[src/rtl/pc_gen.sv]
// Program counter generator: boot, sequential fetch, redirects, halt and a
// fetch handshake counter, all state held in registers.
module pc_gen #(
    parameter int unsigned          XLEN         = 32,
    parameter logic [XLEN-1:0]      RESET_VECTOR = XLEN'(32'h0040_0000),
    parameter int unsigned          STEP         = 4,
    parameter int unsigned          ALIGN        = 2,
    parameter int unsigned          CNT_W        = 16
) (
    input  logic             clk,
    input  logic             rst_n,
    input  logic             fetch_ready,
    input  logic             stall,
    input  logic             redirect_valid,
    input  logic [XLEN-1:0]  redirect_target,
    input  logic             halt_req,
    output logic [XLEN-1:0]  pc,
    output logic             fetch_valid,
    output logic             misalign_err,
    output logic             halted,
    output logic [CNT_W-1:0] fetch_cnt
);

    localparam logic [XLEN-1:0] ALIGN_MASK = XLEN'((64'(1) << ALIGN) - 64'(1));

    typedef enum logic [1:0] {BOOT, RUN, BUBBLE, HALT} state_t;

    state_t           r_state;
    state_t           w_state_nxt;
    logic [XLEN-1:0]  r_pc;
    logic [XLEN-1:0]  w_pc_nxt;
    logic [CNT_W-1:0] r_cnt;
    logic [CNT_W-1:0] w_cnt_nxt;
    logic             r_err;
    logic             w_err_nxt;
    logic             r_fetch_valid;
    logic             r_halted;
    logic             w_fire;
    logic             w_misalign;
    logic             w_redirect;

    assign w_fire     = r_fetch_valid & fetch_ready & ~stall;
    assign w_misalign = redirect_valid & (|(redirect_target & ALIGN_MASK));
    assign w_redirect = redirect_valid & ~w_misalign;

    // Next state, pc, error pulse and counter; stall holds everything.
    always_comb begin
        w_state_nxt = r_state;
        w_pc_nxt    = r_pc;
        w_err_nxt   = 1'b0;
        w_cnt_nxt   = r_cnt + CNT_W'(w_fire);
        if (!stall) begin
            case (r_state)
                BOOT: begin
                    w_state_nxt = RUN;
                end
                RUN, BUBBLE, HALT: begin
                    if (w_misalign) begin
                        w_err_nxt   = 1'b1;
                        w_state_nxt = HALT;
                    end else if (w_redirect) begin
                        w_pc_nxt    = redirect_target;
                        w_state_nxt = BUBBLE;
                    end else if (r_state == RUN) begin
                        if (w_fire) begin
                            w_pc_nxt = r_pc + XLEN'(STEP);
                        end
                        if (halt_req) begin
                            w_state_nxt = HALT;
                        end
                    end else if (r_state == BUBBLE) begin
                        w_state_nxt = RUN;
                    end
                end
                default: begin
                    w_state_nxt = BOOT;
                end
            endcase
        end
    end

    // State register; valid/halted flags are registered from the next state.
    always_ff @(posedge clk) begin
        if (!rst_n) begin
            r_state       <= BOOT;
            r_pc          <= RESET_VECTOR;
            r_cnt         <= '0;
            r_err         <= 1'b0;
            r_fetch_valid <= 1'b0;
            r_halted      <= 1'b0;
        end else begin
            r_state       <= w_state_nxt;
            r_pc          <= w_pc_nxt;
            r_cnt         <= w_cnt_nxt;
            r_err         <= w_err_nxt;
            r_fetch_valid <= (w_state_nxt == RUN);
            r_halted      <= (w_state_nxt == HALT);
        end
    end

    assign pc           = r_pc;
    assign fetch_valid  = r_fetch_valid;
    assign misalign_err = r_err;
    assign halted       = r_halted;
    assign fetch_cnt    = r_cnt;

endmodule

[config.mk]
export PLATFORM = sky130hd
export DESIGN_NAME = pc_gen
export DESIGN_NICKNAME = d
export VERILOG_FILES = /design/src/rtl/pc_gen.sv
export SDC_FILE = /design/constraint.sdc
export NUM_CORES = 1
export LEC_CHECK = 0
export CORE_MARGIN = 2
export CORE_UTILIZATION = 47
export DETAILED_ROUTE_END_ITERATION = 12
export GPL_ROUTABILITY_DRIVEN = 0
export GPL_TIMING_DRIVEN = 0
export PLACE_DENSITY = 0.77
export SYNTH_ARGS = -nofsm -noshare
export SYNTH_HDL_FRONTEND = slang
export SYNTH_SLANG_ARGS = --single-unit
[constraint.sdc]
create_clock -name clk -period 2.8 [get_ports clk]
set_input_delay 0.42 -clock clk [delete_from_list [all_inputs] [get_ports clk]]
set_output_delay 0.42 -clock clk [all_outputs]
set_load 0.02 [all_outputs]
==> run_results.csv, run 1 <==
group,metric,value,unit
status,status,"completed",
power_and_ir_drop,intPower,1.06,mW
power_and_ir_drop,power,1.48,mW
grt,grt_first_pass_wirelength,15000,µm
clocking,cts_resized,0,
yosys,synth-edff-count,0,
clocking,numCtsBuffers,5,
timing,final-setup-viol-count,0,
setup_path,r2r_slack,0.47,ns
clocking,cts_tree,"done",
placed_design,place_ws,0.00279,ns
clocking,cts_sinks,53,
setup_path,critPathMaxStageDelay,0.62,ns
power_and_ir_drop,p_sw_share,28.6,%
floorplanning,die_x,83.7,µm
timing,rsz0062_at_grt,"false",
yosys,syn_inst,378,
clocking,clockBufferDepth,2,
cells_and_area,final.fill_count,569,
floorplanning,io_pins,89,
timing,fmax,398,MHz
drt,vias,3354,
setup_path,crit_chain,"clkdlybuf4s50_1 -> buf_2 -> nor4_4 -> nor2_1 -> clkbuf_1 -> o31ai_1 -> o21ai_0",
drt,wl_per_cell,17.2,µm
setup_path,r2r_cells,7,
power_and_ir_drop,p_per_area,365,mW/mm²
cells_and_area,drive_above_1_share,6.75,%
setup_path,path_max_fanout,10,
setup_path,start_kind,"input port",
cells_and_area,final_cell_mix,"88 x clkdlybuf4s50_1, 53 x dfxtp_1, 43 x nor2_1",
timing,slew_viol_final,0,
power_and_ir_drop,power.net_switching,0.424,mW
grt,grtUsageTotal,26.2,%
placed_design,port_buffers,88,
yosys,yosysWarnings,0,
clocking,cts_root_buf,"clkbuf_8",
yosys,syn-cell-area,0.00299,mm²
yosys,yosysUniqueCellTypes,54,
drt,wl,9470,µm
clocking,cts_hold_buf,0,
drt,drc,0,
power_and_ir_drop,leakagePower,1.37,nW
floorplanning,rows,29,
yosys,syn_nets,420,
floorplanning,die_area,0.00701,mm²
yosys,synthTopCellsByArea,"dfxtp_1 36%, nor2_1 5.4%, nand2_1 5.2%",
timing,skew,0.00668,ns
timing,period_share,89.7,%
hold_path,hold_path_class,"flop to flop",
drt,drt_iter0_markers,316,
timing,hold_viol_final,0,
clocking,clk_latency,0.32,ns
timing,slew_headroom,50.4,%
timing,setup_ws,0.289,ns
setup_path,critPathLaunch,"stall",
grt,antenna_found_initial,0,
grt,grt_max_degree,19,
setup_path,critPathKind,"input port to flop",
clocking,clkTransAtPathRegs,0.11,ns
power_and_ir_drop,p_clk_share,32.2,%
power_and_ir_drop,p_seq_share,53.4,%
yosys,synth_top_cell_area_share,35.5,%
clocking,htree_levels,2,
drt,firstDrtPassIters,5,
timing,layout_min_cycle_time,2.51,ns
floorplanning,initial_core_util,47.9,%
cells_and_area,num-nets-final,515,
setup_path,worst_ep_arrival_time,2.69,ns
yosys,ys.flop_type,"dfxtp_1",
timing,worst_pin_slew,0.744,ns
placed_design,dpl.hpwl,6800,µm
setup_path,critPathSlowestCell,"nor4_4",
drt,drtAntennaViolNets,0,
drt,via_per_inst,6.09,
yosys,synth_top_area_cell,"dfxtp_1",
floorplanning,core_area,0.00624,mm²
grt,first_global_vias,3122,
yosys,post_synth.cell_area_avg,7.90,µm²
cells_and_area,diodes,0,
cells_and_area,syn_to_final_growth,35.9,%
yosys,synthArstFlopShare,0,%
floorplanning,dieHeight,83.7,µm
timing,tns,0,ns
setup_path,worstReg2RegEnd,"pc[28]",
timing,hold_ws,0.487,ns
cells_and_area,final_common_cell,"clkdlybuf4s50_1",
setup_path,timing.rr.start,"pc[2]",
setup_path,cp-end-kind,"flop",
yosys,yosys_register_bits,53,
clocking,post-cts-setup-buffer-count,0,
setup_path,crit_required,2.98,ns
yosys,ys_seq_area_share,35.5,%
setup_path,cp-endpoint,"pc[22]",
power_and_ir_drop,p_comb_share,14.3,%
flow_run,maxCapViolCount,0,
power_and_ir_drop,irDropWorstVdd,0.231,mV
grt,overflow,0,
==> power groups by stage <==
stage | registers (mW) | clock network [mW] | logic, mW
CTS | 0.791 | 0.478 | 0.210
floorplan | 0.821 | 0 | 0.0800
finish | 0.792 | 0.478 | 0.213
global route | 0.795 | 0.510 | 0.227
global placement | 0.807 | 0 | 0.207
detailed placement | 0.809 | 0 | 0.209
==> per-layer routing <==
metal	vias up	routed length (µm)	global-route usage, %
met5	-	0	0
met4	0	159	8.65
met3	17	853	5.64
met2	188	4450	42.7
met1	1563	4000	34.4
li1	1586	-	-
==> cell type report <==
class	count	area, µm²	share of cell area [%]
Multi-Input combinational cell	295	1800	44.4
Clock inverter	3	26.3	0.647
Buffer	21	91.3	2.25
Sequential cell	53	1060	26.1
Clock buffer	5	68.8	1.70
Tap cell	77	96.3	2.37
Inverter	9	33.8	0.832
Timing Repair Buffer	88	881	21.7
==> critical path: cells and delay by family <==
kind / cells / cell delay (ns)
buf+inv: 3 / 1.00
compound gates: 2 / 0.42
simple gates: 2 / 0.83
==> per-stage QoR <==
stage          cell area [µm²]  std cells  utilization, %
2_1_floorplan             2990        378               -
3_3_place_gp              3960        543            63.5
3_5_place_dp              3960        543            63.5
4_1_cts                   4060        551            65.0
5_1_grt                   4060        551            65.0
6_report                  4060        551            65.0
==> Yosys cell counts, types with 4 or more instances <==
master / count
xnor2_1: 6
o21ai_0: 16
a21oi_1: 25
a31oi_1: 9
nor4_1: 5
inv_1: 9
and2_1: 4
ha_1: 4
a211oi_1: 5
o211ai_1: 6
clkbuf_1: 12
dfxtp_1: 53
o21a_1: 4
nor2_1: 43
nand3_1: 28
nand4_1: 5
xor2_1: 8
buf_2: 7
and3_1: 8
o31ai_1: 4
nand2_1: 41
and4_1: 4
nor3_1: 16
==> how the worst min path moves through the flow <==
stage / slack [ns] / end / cells after the start / from
after detailed placement: 0.47 / pc[0] / 1 / pc[0]
after global placement: 0.47 / pc[0] / 1 / pc[0]
after CTS: 0.49 / pc[1] / 1 / pc[1]
final: 0.49 / pc[1] / 1 / pc[1]
after floorplan: 0.53 / r_state[0] / 2 / r_state[0]
after global routing: 0.52 / pc[0] / 1 / pc[0]
==> logic make-up (layout without fill, tap and decap cells) <==
family                   count (synthesis)  in the layout  share of synthesized area [%]
XOR/XNOR                                14             14                           4.11
adder cells (fa/ha/maj)                  4              4                           1.68
multiplexers                             3              3                           1.01
AND/OR/NAND/NOR                        176            176                           31.8
buffers and inverters                   30            126                           4.19
AO/OA/AOI/OAI                           98             98                           21.7
flip-flops                              53             53                           35.5
==> registers in the layout, summed over array words and instances (netlist names) <==
register and cells:
halted 1, misalign_err 1, fetch_cnt 16, r_state 2
fetch_valid 1, pc 32
Note: power is estimated with default switching activity, not from simulation.
==> run 2: changes to the inputs <==
--- a/config.mk
+++ b/config.mk
@@ -6,11 +6,11 @@
 export NUM_CORES = 1
 export LEC_CHECK = 0
 export CORE_MARGIN = 2
-export CORE_UTILIZATION = 47
+export CORE_UTILIZATION = 40
 export DETAILED_ROUTE_END_ITERATION = 12
 export GPL_ROUTABILITY_DRIVEN = 0
 export GPL_TIMING_DRIVEN = 0
-export PLACE_DENSITY = 0.77
+export PLACE_DENSITY = 0.67
 export SYNTH_ARGS = -nofsm -noshare
 export SYNTH_HDL_FRONTEND = slang
 export SYNTH_SLANG_ARGS = --single-unit
==> run 2 against run 1 <==
Net effect: critical path depth decreased by 1; sequential share of layout area down 0.17 points; setup slack improved by 0.057 ns; design area increased by 0.65%; sequential power is essentially flat; sequential cell count unchanged; register-to-register slack better by 0.05 ns; critical endpoint is now pc[3].
==> run_results.csv, run 2 (synthesis results as in run 1) <==
group,metric,value,unit
setup_path,crit_required,3.04,ns
floorplanning,io_pins,89,
setup_path,timing.rr.start,"pc[2]",
setup_path,path_depth,6,
clocking,cts_resized,0,
drt,firstDrtPassIters,5,
drt,drc,0,
setup_path,critPathMaxStageDelay,0.62,ns
floorplanning,core_area,0.00725,mm²
setup_path,start_kind,"input port",
setup_path,crit_chain,"clkdlybuf4s50_1 -> nor3b_2 -> buf_2 -> clkbuf_1 -> nand2_1 -> a311oi_1",
clocking,cts_root_buf,"clkbuf_8",
setup_path,critPathSlowestCell,"clkdlybuf4s50_1",
clocking,post-cts-setup-buffer-count,0,
placed_design,dpl.hpwl,6800,µm
grt,antenna_found_initial,0,
cells_and_area,diodes,0,
drt,wl,9460,µm
setup_path,r2r_slack,0.52,ns
setup_path,r2r_cells,7,
setup_path,worst_ep_arrival_time,2.69,ns
cells_and_area,largest_reg_flops,32,
timing,setup_ws,0.345,ns
drt,wl_per_cell,16.5,µm
drt,via_per_inst,5.75,
timing,worst_pin_slew,0.675,ns
timing,layout_min_cycle_time,2.45,ns
floorplanning,die_x,90.4,µm
drt,drt_iter0_markers,247,
placed_design,port_buffers,88,
timing,rsz0062_at_grt,"false",
hold_path,hold_path_class,"flop to flop",
clocking,clockBufferDepth,2,
grt,first_global_vias,2985,
placed_design,place_ws,0.0314,ns
clocking,numCtsBuffers,5,
timing,slew_headroom,54.6,%
cells_and_area,num-nets-final,515,
clocking,clk_latency,0.33,ns
floorplanning,rows,31,
timing,final-setup-viol-count,0,
setup_path,path_buf_inv,3,
cells_and_area,final_common_cell,"clkdlybuf4s50_1",
setup_path,cp-end-kind,"flop",
setup_path,cp_top_family,"buffers and inverters",
power_and_ir_drop,irDropWorstVdd,0.189,mV
timing,fmax,407,MHz
clocking,cts_hold_buf,0,
setup_path,critPathLaunch,"redirect_valid",
setup_path,path_max_fanout,10,
clocking,htree_levels,2,
setup_path,critPathKind,"input port to flop",
timing,skew,0.00619,ns
setup_path,cp-endpoint,"pc[3]",
clocking,cts_tree,"done",
grt,grt_max_degree,19,
grt,overflow,0,
grt,grtUsageTotal,22.7,%
power_and_ir_drop,p_per_area,362,mW/mm²
floorplanning,die_area,0.00817,mm²
clocking,clkTransAtPathRegs,0.10,ns
timing,tns,0,ns
status,status,"completed",
timing,period_share,87.7,%
floorplanning,dieHeight,90.4,µm
timing,hold_viol_final,0,
timing,slew_viol_final,0,
floorplanning,initial_core_util,41.2,%
setup_path,worstReg2RegEnd,"pc[28]",
power_and_ir_drop,leakagePower,1.37,nW
clocking,cts_sinks,53,
cells_and_area,syn_to_final_growth,36.8,%
flow_run,maxCapViolCount,0,
drt,vias,3295,
drt,drtAntennaViolNets,0,
cells_and_area,final_cell_mix,"88 x clkdlybuf4s50_1, 53 x dfxtp_1, 43 x nor2_1",
cells_and_area,drive_above_1_share,6.75,%
grt,grt_first_pass_wirelength,15100,µm
## run 2: changes by cell type in the layout (fill, tap and decap cells not counted), sizes merged
cell and delta:
clkinv -2, clkinvlp +1, inv +1
## run 2: worst reg2reg max path, delay by kind of cell (launching register included)
family / cells / cell delay [ns]
compound gates: 1 / 0.28
fa+ha+maj: 1 / 0.28
buf+inv: 1 / 0.17
flops: 1 / 0.45
simple gates: 4 / 0.99
## run 2: how the worst min path moves through the flow
| stage | start | endpoint | slack [ns] | cells after the start |
|---|---|---|---|---|
| finish | pc[0] | pc[0] | 0.49 | 1 |
| detailed placement | pc[0] | pc[0] | 0.48 | 1 |
| global route | pc[0] | pc[0] | 0.52 | 1 |
| floorplan | r_state[0] | r_state[0] | 0.53 | 2 |
| CTS | pc[0] | pc[0] | 0.50 | 1 |
| global placement | pc[0] | pc[0] | 0.46 | 1 |
## run 2: cell type report
type	instances	area, µm²
Buffer	21	91.3
Timing Repair Buffer	88	881
Multi-Input combinational cell	295	1800
Clock inverter	3	25.0
Inverter	9	33.8
Fill cell	685	3170
Tap cell	99	124
Sequential cell	53	1060
Clock buffer	5	68.8
## run 2: power breakdown
group	leakage (nW)	total [mW]	internal, mW	switching [mW]
logic	0.892	0.212	0.106	0.106
clock network	0.0452	0.474	0.183	0.291
registers	0.429	0.791	0.770	0.0218
## run 2: per-layer routing
| layer | wire length, µm | global-route usage, % | vias to the layer above |
|---|---|---|---|
| met1 | 4280 | 31.1 | 1547 |
| met3 | 631 | 4.01 | 18 |
| li1 | - | - | 1586 |
| met2 | 4360 | 36.0 | 144 |
| met5 | 0 | 0 | - |
| met4 | 183 | 7.82 | 0 |
## run 2: metrics by stage
| step | hold slack, ns | util (%) | total power, mW | std cells | instance area (µm²) |
|---|---|---|---|---|---|
| final | 0.494 | 56.3 | 1.48 | 573 | 4090 |
| after global routing | 0.524 | 56.3 | 1.54 | 573 | 4090 |
| after CTS | 0.500 | 56.3 | 1.49 | 573 | 4090 |
| after detailed placement | 0.485 | 55.0 | 1.02 | 565 | 3990 |
| after global placement | 0.464 | 55.0 | 1.02 | 565 | 3990 |
| after floorplan | 0.532 | - | 0.901 | 378 | 2990 |
==> run 3: changes to the inputs <==
--- a/config.mk
+++ b/config.mk
@@ -11,6 +11,7 @@
 export GPL_ROUTABILITY_DRIVEN = 0
 export GPL_TIMING_DRIVEN = 0
 export PLACE_DENSITY = 0.67
+export SLEW_MARGIN = 20
 export SYNTH_ARGS = -nofsm -noshare
 export SYNTH_HDL_FRONTEND = slang
 export SYNTH_SLANG_ARGS = --single-unit
==> results of run 3 <==
The final DEF is identical to that of run 2; final timing and power are the same.
